==> config.mk <==
export PLATFORM = sky130hd
export DESIGN_NAME = voice_allocator
export DESIGN_NICKNAME = d
export VERILOG_FILES = /design/src/rtl/voice_alloc_pkg.sv /design/src/rtl/voice_slot.sv /design/src/rtl/voice_allocator.sv
export SDC_FILE = /design/constraint.sdc
export NUM_CORES = 1
export LEC_CHECK = 0
export ABC_AREA = 1
export CAP_MARGIN = 0
export CORE_AREA = 2 2 89 91
export DETAILED_ROUTE_END_ITERATION = 10
export DIE_AREA = 0 0 91 93
export PLACE_DENSITY = 0.75
export SKIP_LAST_GASP = 1
export SLEW_MARGIN = 10
export SYNTH_ARGS = -nofsm -noshare
export SYNTH_HDL_FRONTEND = slang
export SYNTH_HIERARCHICAL = 1
export SYNTH_SLANG_ARGS = --single-unit
export TNS_END_PERCENT = 1
==> constraint.sdc <==
create_clock -name clk -period 3.6 [get_ports clk]
set_input_delay 0.72 -clock clk [delete_from_list [all_inputs] [get_ports clk]]
set_output_delay 0.72 -clock clk [all_outputs]
set_load 0.05 [all_outputs]
==> src/rtl/voice_alloc_pkg.sv <==
// voice_alloc_pkg: slot state encoding, default sizes and the
// note-event bundle shared by the voice allocator files.
package voice_alloc_pkg;

  localparam int DEF_NUM_VOICES = 4;
  localparam int DEF_KEY_W      = 7;

  typedef enum logic [3:0] {
    S_FREE  = 4'b0001,
    S_START = 4'b0010,
    S_HELD  = 4'b0100,
    S_REL   = 4'b1000
  } slot_state_t;

  typedef struct packed {
    logic                 on;
    logic [DEF_KEY_W-1:0] key;
  } note_ev_t;

endpackage

==> src/rtl/voice_slot.sv <==
// voice_slot: one voice FSM (FREE/START/HELD/RELEASING) with key latch,
// pending-release flag and registered note_on/note_off levels.
// Ports: clk, rst_b, alloc, rel, busy, key_in -> state, active_nxt,
//        key, note_on, note_off.
module voice_slot
  import voice_alloc_pkg::*;
#(
  parameter int KEY_W = DEF_KEY_W
) (
  input  logic             clk,
  input  logic             rst_b,
  input  logic             alloc,
  input  logic             rel,
  input  logic             busy,
  input  logic [KEY_W-1:0] key_in,
  output logic [3:0]       state,
  output logic             active_nxt,
  output logic [KEY_W-1:0] key,
  output logic             note_on,
  output logic             note_off
);

  slot_state_t st, nxt;
  logic        rel_pend, pend_nxt;

  always_ff @(posedge clk or negedge rst_b) begin
    if (!rst_b) begin
      st       <= S_FREE;
      rel_pend <= 1'b0;
      key      <= '0;
      note_on  <= 1'b0;
      note_off <= 1'b0;
    end else begin
      st       <= nxt;
      rel_pend <= pend_nxt;
      note_on  <= (nxt == S_START);
      note_off <= (nxt == S_REL);
      if (alloc && st == S_FREE)
        key <= key_in;
    end
  end

  // A release that lands in the same cycle busy rises is
  // honoured directly instead of being parked in rel_pend.
  always_comb begin
    nxt      = st;
    pend_nxt = rel_pend;
    unique case (st)
      S_FREE:
        if (alloc) begin
          nxt      = S_START;
          pend_nxt = 1'b0;
        end
      S_START:
        if (busy) begin
          nxt      = (rel_pend || rel) ? S_REL : S_HELD;
          pend_nxt = 1'b0;
        end else if (rel) begin
          pend_nxt = 1'b1;
        end
      S_HELD:
        if (rel) nxt = S_REL;
      S_REL:
        if (!busy) nxt = S_FREE;
      default:
        nxt = S_FREE;
    endcase
  end

  assign state      = st;
  assign active_nxt = (nxt != S_FREE);

endmodule

==> src/rtl/voice_allocator.sv <==
// voice_allocator: binds note events to envelope voices (lowest free
// voice, no retrigger, LRU ranks). Ports: clk, rst_b, ev_valid/ev_ready,
// ev_on, ev_key, voice_busy -> voice_note_on/off, voice_key, active_count.
// Option: VOICE_ALLOC_STEAL_EN steals the oldest HELD voice on a stall.
module voice_allocator
  import voice_alloc_pkg::*;
#(
  parameter int NUM_VOICES = DEF_NUM_VOICES,
  parameter int KEY_W      = DEF_KEY_W,
  parameter int CNT_W      = 5
) (
  input  logic                        clk,
  input  logic                        rst_b,
  input  logic                        ev_valid,
  output logic                        ev_ready,
  input  logic                        ev_on,
  input  logic [KEY_W-1:0]            ev_key,
  input  logic [NUM_VOICES-1:0]       voice_busy,
  output logic [NUM_VOICES-1:0]       voice_note_on,
  output logic [NUM_VOICES-1:0]       voice_note_off,
  output logic [NUM_VOICES*KEY_W-1:0] voice_key,
  output logic [CNT_W-1:0]            active_count
);

  localparam int RW = $clog2(NUM_VOICES);

  logic [3:0]            st     [NUM_VOICES];
  logic [KEY_W-1:0]      key_of [NUM_VOICES];
  logic [RW-1:0]         rank   [NUM_VOICES];
  logic [RW-1:0]         chosen;
  logic [NUM_VOICES-1:0] act_nxt, alloc, rel, rel_ev;
  logic [NUM_VOICES-1:0] free_v, match, pick;
  logic [CNT_W-1:0]      cnt_nxt;
  logic                  accept;

  for (genvar i = 0; i < NUM_VOICES; i++) begin : g_slot
    voice_slot #(.KEY_W(KEY_W)) u_slot (
      .clk        (clk),
      .rst_b      (rst_b),
      .alloc      (alloc[i]),
      .rel        (rel[i]),
      .busy       (voice_busy[i]),
      .key_in     (ev_key),
      .state      (st[i]),
      .active_nxt (act_nxt[i]),
      .key        (key_of[i]),
      .note_on    (voice_note_on[i]),
      .note_off   (voice_note_off[i])
    );
    assign voice_key[i*KEY_W +: KEY_W] = key_of[i];
  end

  always_comb begin
    for (int i = 0; i < NUM_VOICES; i++) begin
      free_v[i] = (st[i] == S_FREE) && !voice_busy[i];
      match[i]  = (st[i] == S_START || st[i] == S_HELD) &&
                  (key_of[i] == ev_key);
    end
  end

  // One-hot lowest-index free voice.
  always_comb begin
    pick = '0;
    for (int i = NUM_VOICES - 1; i >= 0; i--)
      if (free_v[i]) begin
        pick    = '0;
        pick[i] = 1'b1;
      end
  end

  assign ev_ready = !ev_on || (|match) || (|free_v);
  assign accept   = ev_valid && ev_ready;
  assign alloc    = (accept && ev_on && !(|match)) ? pick : '0;
  assign rel_ev   = (accept && !ev_on) ? match : '0;

`ifdef VOICE_ALLOC_STEAL_EN
  logic [NUM_VOICES-1:0] steal;
  logic [RW-1:0]         best;
  logic                  any_rel;

  // A RELEASING voice means a steal (or natural release) is
  // already underway, so at most one steal is outstanding.
  always_comb begin
    steal   = '0;
    best    = '0;
    any_rel = 1'b0;
    for (int i = 0; i < NUM_VOICES; i++)
      if (st[i] == S_REL) any_rel = 1'b1;
    if (ev_valid && ev_on && !ev_ready && !any_rel)
      for (int i = 0; i < NUM_VOICES; i++)
        if (st[i] == S_HELD && (!(|steal) || rank[i] > best)) begin
          steal    = '0;
          steal[i] = 1'b1;
          best     = rank[i];
        end
  end

  assign rel = rel_ev | steal;
`else
  assign rel = rel_ev;
`endif

  always_comb begin
    chosen = '0;
    for (int i = 0; i < NUM_VOICES; i++)
      if (alloc[i]) chosen = rank[i];
  end

  always_ff @(posedge clk or negedge rst_b) begin
    if (!rst_b) begin
      for (int i = 0; i < NUM_VOICES; i++)
        rank[i] <= RW'(i);
    end else if (|alloc) begin
      for (int i = 0; i < NUM_VOICES; i++)
        if (alloc[i])
          rank[i] <= '0;
        else if (rank[i] < chosen)
          rank[i] <= rank[i] + RW'(1);
    end
  end

  always_comb begin
    cnt_nxt = '0;
    for (int i = 0; i < NUM_VOICES; i++)
      cnt_nxt = cnt_nxt + CNT_W'(act_nxt[i]);
  end

  always_ff @(posedge clk or negedge rst_b) begin
    if (!rst_b) active_count <= '0;
    else        active_count <= cnt_nxt;
  end

endmodule

[Word-level counts from Yosys, hierarchy flattened]
Index checks and enable logic that the tools add are counted.
Cells by class
  $add $sub $neg: 3
  multipliers: 0
  div/mod/pow operators: 0
  $lt $le $gt $ge: 0
  eq/ne operators: 40
  shift operators: 0
  muxes and demuxes: 46
  bitwise gates (word level): 0
  reductions and logical operators: 42
Operator list (number)
  2-to-1 mux 4 bit: 26
  case mux 4 bit (4 select lines): 4
  equality test 4 x 2 -> 1 bit, second input constant: 8
  equality test 4 bit, second input constant: 8
  equality test 7 bit: 4
  equality test 4 x 1 -> 1 bit, second input constant: 4
  equality test 4 x 3 -> 1 bit, second input constant: 4
  logical AND 1 bit: 16
  != test 4 x 1 -> 1 bit, second input constant: 4
  2-to-1 mux 1 bit: 12
  != test 3 bit, second input constant: 4
  AND reduction 3 bit: 4
  logical OR 1 bit: 10
  != test 2 bit, second input constant: 4
  case mux 1 bit (2 select lines): 4
  nonzero test 2 bit: 4
  OR reduction 4 bit: 2
  logical NOT 1 bit: 6
  adder 3 x 1 -> 4 bit: 1
  adder 2 x 1 -> 3 bit: 1
  adder 1 x 1 -> 2 bit: 1
Word-level totals
  bits in registers: 60
  latch bits: 0
  memory bits (writable): 0
  bits in read-only memories: 0
  bits of input ports: 15
  output and inout port bits: 42
  word-level logic and storage cells: 152
  memories kept: 0

[Depth between registers and ports, before layout]
  depth after elaboration: 17
  mapped depth: 20
  mapped depth without buffers: 20

[By module]
Netlist, hierarchy kept.
By module, submodules not included
  voice_slot: instances 4, cells an instance 86, area an instance 671.9 µm², sequential area each 351.6 µm²
  voice_allocator: instances 1, cells an instance 205, area an instance 1097.3 µm², sequential area each 75.1 µm²

[Least setup slack after synthesis]
No wires, ideal clock.
  kind: input -> register
  from: input port voice_busy[1]
  to: register active_count[1]
  library setup time: 126 ps
  arrival: 2827 ps
  required time: 3474 ps
  path slack: 647 ps
  stages: 16
  path buffers: 0
  cells stage by stage: nor3b_1 nand2_2 nand2_1 nor2_1 nand2_4 nand4_4 nor2_2 inv_1 nand3_1 nand2_1 nor2_1 inv_1 fa_1 inv_1 ha_1 ha_1
Between the ends
  elaborated cells between the ends (all ways): 44
  classes of those cells: add/sub: 3; eq/ne: 4; mux: 25; reduce/logical: 12
RTL lines
  start, declared: RTL line voice_allocator.sv:18  | input logic [NUM_VOICES-1:0] voice_busy,
  logical NOT 1 bit *
  logical AND 1 bit *: RTL line voice_allocator.sv:55  | free_v[i] = (st[i] == S_FREE) && !voice_busy[i];
  OR reduction 4 bit: RTL line voice_allocator.sv:71  | assign ev_ready = !ev_on || (|match) || (|free_v);
  logical OR 1 bit: RTL line voice_allocator.sv:71
  logical AND 1 bit: RTL line voice_allocator.sv:72  | assign accept = ev_valid && ev_ready;
  logical AND 1 bit (2 in a row): RTL line voice_allocator.sv:73  | assign alloc = (accept && ev_on && !(|match)) ? pick : '0;
  2-to-1 mux 4 bit *: RTL line voice_allocator.sv:73
  named net alloc[0]: RTL line voice_allocator.sv:31  | logic [NUM_VOICES-1:0] act_nxt, alloc, rel, rel_ev;
  2-to-1 mux 4 bit *: RTL line voice_slot.sv:50  | if (alloc) begin
  case mux 4 bit (4 select lines) *: RTL line voice_slot.sv:48  | unique case (st)
  != test 4 x 1 -> 1 bit *: RTL line voice_slot.sv:71  | assign active_nxt = (nxt != S_FREE);
  named net act_nxt[0]: RTL line voice_allocator.sv:31
  adder 1 x 1 -> 2 bit *: RTL line voice_allocator.sv:125  | cnt_nxt = cnt_nxt + CNT_W'(act_nxt[i]);
  adder 2 x 1 -> 3 bit *: RTL line voice_allocator.sv:125
  adder 3 x 1 -> 4 bit *: RTL line voice_allocator.sv:125
  named net cnt_nxt[1]: RTL line voice_allocator.sv:33  | logic [CNT_W-1:0] cnt_nxt;
  end signal, assigned: RTL line voice_allocator.sv:130  | else active_count <= cnt_nxt;
  end, declared: RTL line voice_allocator.sv:22  | output logic [CNT_W-1:0] active_count
The timed path passes the listed nets; every way through them passes the cells marked *.
A chain may end at the register's enable or synchronous reset.

[Worst setup path after layout]
  from: input port ev_key[3]
  to: register active_count[1]
Between the ends
  elaborated cells between the ends (all ways): 49
  classes of those cells: add/sub: 3; eq/ne: 8; mux: 22; reduce/logical: 16
RTL lines
  start, declared: RTL line voice_allocator.sv:17  | input logic [KEY_W-1:0] ev_key,
  equality test 7 bit: RTL line voice_allocator.sv:57  | (key_of[i] == ev_key);
  logical AND 1 bit: RTL line voice_allocator.sv:56  | match[i] = (st[i] == S_START || st[i] == S_HELD) &&
  OR reduction 4 bit *: RTL line voice_allocator.sv:71, voice_allocator.sv:73
  logical OR 1 bit (2 in a row): RTL line voice_allocator.sv:71
  logical AND 1 bit: RTL line voice_allocator.sv:72
  logical AND 1 bit: RTL line voice_allocator.sv:73
  logical AND 1 bit *: RTL line voice_allocator.sv:73
  2-to-1 mux 4 bit *: RTL line voice_allocator.sv:73
  named net alloc[0]: RTL line voice_allocator.sv:31
  2-to-1 mux 4 bit *: RTL line voice_slot.sv:50
  case mux 4 bit (4 select lines) *: RTL line voice_slot.sv:48
  != test 4 x 1 -> 1 bit *: RTL line voice_slot.sv:71
  named net act_nxt[0]: RTL line voice_allocator.sv:31
  adder 1 x 1 -> 2 bit *: RTL line voice_allocator.sv:125
  adder 2 x 1 -> 3 bit *: RTL line voice_allocator.sv:125
  adder 3 x 1 -> 4 bit *: RTL line voice_allocator.sv:125
  named net cnt_nxt[1]: RTL line voice_allocator.sv:33
Marks and branches as above.

==> impl_metrics.csv <==
group,metric,value,unit
floorplan,dieArea,0.00846,sq mm
placement,dpl_cell_area,0.00475,sq mm
power_and_ir_drop,p_switching,0.00174,W
global_routing,grt_max_degree,48,
timing,slew_headroom,28.1,%
drt,postRouteAntennaNets,0,
floorplan,die_y,93,um
global_routing,overflow,0,
floorplan,start_util,50.3,%
yosys,synth_area,0.00378,sq mm
run_status,status,"complete, no violations",
min_path,hold_path.class,"reg2reg",
power_and_ir_drop,pwr-share-seq,30.5,%
timing,hold_violations,0,
clock_network,post-cts-setup-buffers,0,
power_and_ir_drop,clkPwrFrac,15.5,%
yosys,ys_ff_latch,59,
yosys,ys_warn_count,6,
yosys,yosysTopAreaCellShare,36.4,%
timing,period_share,94.3,%
power_and_ir_drop,peakVddDrop,0.000484,V
power_and_ir_drop,p_int,0.00188,W
final_layout,final_nets,674,
drt,drcViolationCount,0,
timing,setup_viol,0,
final_layout,postLayoutCellArea,0.00494,sq mm
worst_setup_path,crit_type,"in2reg",
timing,hold_slack,502,ps
drt,drt-vias-per-instance,5.08,
worst_setup_path,reg2regPathDepth,16,
worst_setup_path,r2r_start,"g_slot[1].u_slot/state[0]",
final_layout,antenna_cells,0,
worst_setup_path,rr_endpoint,"active_count[1]",
placement,gp_congestion,0.918,
timing,tightest_slew,1080,ps
yosys,yosys.area.top_type,"dfrtp_1",
worst_setup_path,path_max_fanout,4,
drt,drt_first_iter_violations,182,
floorplan,rows,32,
drt,vias,3869,
worst_setup_path,setup.worst_path.end_class,"flip-flop",
global_routing,antenna_found_initial,0,
clock_network,htree_levels,3,
worst_setup_path,cp-startpoint,"ev_key[3]",
power_and_ir_drop,p_leak,2.65,nW
yosys,synth_area_per_cell,6.89,sq um
drt,wl_per_cell,13.0,um
final_layout,nFillCells,687,
clock_network,clkTransAtPathRegs,60,ps
timing,rsz0062_at_grt,"no",
placement,numPortBuffers,54,
global_routing,grt.total_usage,25.3,%
clock_network,cts_root_buf,"clkbuf_8",
worst_setup_path,regToRegSetupSlack,560,ps
timing,fmax,0.295,GHz
final_layout,syn_to_final_growth,30.6,%
worst_setup_path,cp-start-kind,"input pin",
drt,first_pass_iters,5,
clock_network,cts_buffers,9,
timing,min_period,3400,ps
job,maxCapViolations,0,
worst_setup_path,cp-endpoint,"active_count[1]",
power_and_ir_drop,comb_power_share,54.0,%
timing,finalMaxSlewViolations,0,
yosys,synth-seq-area-share,39.1,%
clock_network,insertion_delay,350,ps
yosys,synth_cell_type_count,39,
global_routing,grt_pass1_vias,3796,
floorplan,die_w,91,um
drt,wl,9940,um
yosys,synthCells,549,
final_layout,layout-drive-gt1-share,17.9,%
clock_network,cts_tree,"yes",
worst_setup_path,arrival,3620,ps
floorplan,ios,57,
placement,hpwl,7620,um
clock_network,cts_max_path_buffers,2,
clock_network,clock-sinks,59,
worst_setup_path,worst_ep_required_time,3830,ps
clock_network,hold_buffers,0,
power_and_ir_drop,p_per_area,733,mW/mm^2
global_routing,grt_pass1_wl,17100,um
yosys,synthTopCellsByArea,"dfrtp_1, nand2_1, inv_1, nor2_1, nand3_1",
timing,finalClockSkew,10.5,ps
power_and_ir_drop,swShare,48.1,%
floorplan,core,0.00753,sq mm
## area by class of cell
class | count | area (sq um) | share of cell area (%)
multi-input cells | 392 | 1900 | 38.5
flip-flops and latches | 59 | 1480 | 30.0
repair buffers | 101 | 902 | 18.3
inverters | 93 | 350 | 7.09
clock buffers | 13 | 169 | 3.42
well taps | 102 | 128 | 2.58
clock inverters | 2 | 10.0 | 0.203
## per-stage QoR
stage	power, W	setup WS (ps)	setup TNS (ps)	instances	utilization, %
final	0.00362	205	0	762	65.7
after global routing	0.00388	4.92	0	762	65.7
after CTS	0.00363	173	0	762	65.5
after detailed placement	0.00306	-195	-302	747	63.2
after global placement	0.00302	-147	-199	747	63.2
after floorplan	0.00236	647	0	550	-
## layer usage
metal  part of all wire (%)  track usage (%)  wire (um)  vias to the layer above
met1                     43             32.2       4250                     1823
met4                    1.8             9.60        180                        0
li1                       -                -          -                     1890
met3                    6.3             6.37        628                       19
met2                     49             41.8       4880                      137
met5                      0                0          0                        -
## worst min-delay path by stage
stage                         startpoint                         to  slack [ps]  cells after the start
3_3_place_gp   g_slot[1].u_slot/rel_pend  g_slot[1].u_slot/rel_pend         490                      2
6_report       g_slot[3].u_slot/rel_pend  g_slot[3].u_slot/rel_pend         500                      2
3_5_place_dp   g_slot[3].u_slot/rel_pend  g_slot[3].u_slot/rel_pend         490                      2
2_1_floorplan                      rst_b            active_count[0]         420                      0
4_1_cts        g_slot[3].u_slot/rel_pend  g_slot[3].u_slot/rel_pend         510                      2
5_1_grt        g_slot[3].u_slot/rel_pend  g_slot[3].u_slot/rel_pend         540                      2
## cells in the final DEF, fill, tap and decap left out, types with 11 or more instances in the layout
master	count
nand3_2	11
nand2_1	213
nor2_1	49
buf_4	46
dfrtp_1	55
nand3_1	33
clkbuf_8	12
inv_2	13
o21ai_0	13
inv_1	76
clkdlybuf4s50_1	52
## worst max-delay path: stages
cell and delay (ps):
clkdlybuf4s50_1 580, buf_4 170, nand2_1 70, nand2_1 70
clkinv_1 50, nand2_1 50, nor2_1 50, nand3_2 60
nand2_2 60, clkinv_2 60, nand4_4 130, nor2_4 130
inv_1 50, nand3_1 70, nand2_1 70, nor2_1 150
inv_1 80, fa_1 530, inv_1 40, ha_1 170
ha_1 270
## Yosys cell counts
| cell type | n |
|---|---|
| a221oi_1 | 1 |
| and2_1 | 2 |
| and3_1 | 1 |
| buf_4 | 2 |
| buf_6 | 4 |
| clkinv_1 | 3 |
| clkinv_2 | 1 |
| conb_1 | 1 |
| dfrtp_1 | 55 |
| dfstp_2 | 4 |
| fa_1 | 1 |
| ha_1 | 2 |
| inv_1 | 76 |
| inv_2 | 13 |
| nand2_1 | 213 |
| nand2_2 | 7 |
| nand2_4 | 1 |
| nand3_1 | 33 |
| nand3_2 | 11 |
| nand3b_1 | 4 |
| nand4_1 | 10 |
| nand4_4 | 1 |
| nor2_1 | 49 |
| nor2_2 | 9 |
| nor2_4 | 5 |
| nor2b_1 | 1 |
| nor3_1 | 3 |
| nor3_2 | 2 |
| nor3b_1 | 3 |
| nor4_1 | 1 |
| nor4b_2 | 1 |
| o2111a_1 | 1 |
| o21ai_0 | 13 |
| o21ai_1 | 1 |
| o22ai_1 | 4 |
| or2_1 | 1 |
| or3b_1 | 1 |
| xnor2_1 | 4 |
| xor2_1 | 4 |
## power groups by stage
stage	Sequential [W]	Clock (W)	Combinational [W]
5_1_grt	0.00113	0.000612	0.00214
4_1_cts	0.00110	0.000572	0.00196
3_5_place_dp	0.00111	0	0.00195
3_3_place_gp	0.00111	0	0.00191
6_report	0.00111	0.000560	0.00196
2_1_floorplan	0.00164	0	0.000721
## registers in the layout, summed over array words and instances (netlist names)
register,count
g_slot.u_slot/note_on,4
g_slot.u_slot/note_off,4
g_slot.u_slot/state,16
g_slot.u_slot/key,28
g_slot.u_slot/rel_pend,4
active_count,3
## kinds of logic (layout without fill, tap and decap cells)
kind of cell / Yosys count / after routing / synth area share [%]
other: 1 / 2 / 0.0991
XOR/XNOR: 8 / 8 / 1.85
AND/OR/NAND/NOR: 359 / 359 / 43.8
adder cells (fa/ha/maj): 3 / 3 / 1.19
buffers and inverters: 99 / 209 / 10.8
AO/OA/AOI/OAI: 20 / 20 / 3.04
flip-flops: 59 / 59 / 39.1
## what timing repair did
action                     4_1_cts  5_1_grt
hold endpoints to repair         0        0
resized for setup                0        2
setup endpoints to repair        0        1
No activity file was read; power rests on OpenSTA's default activity.
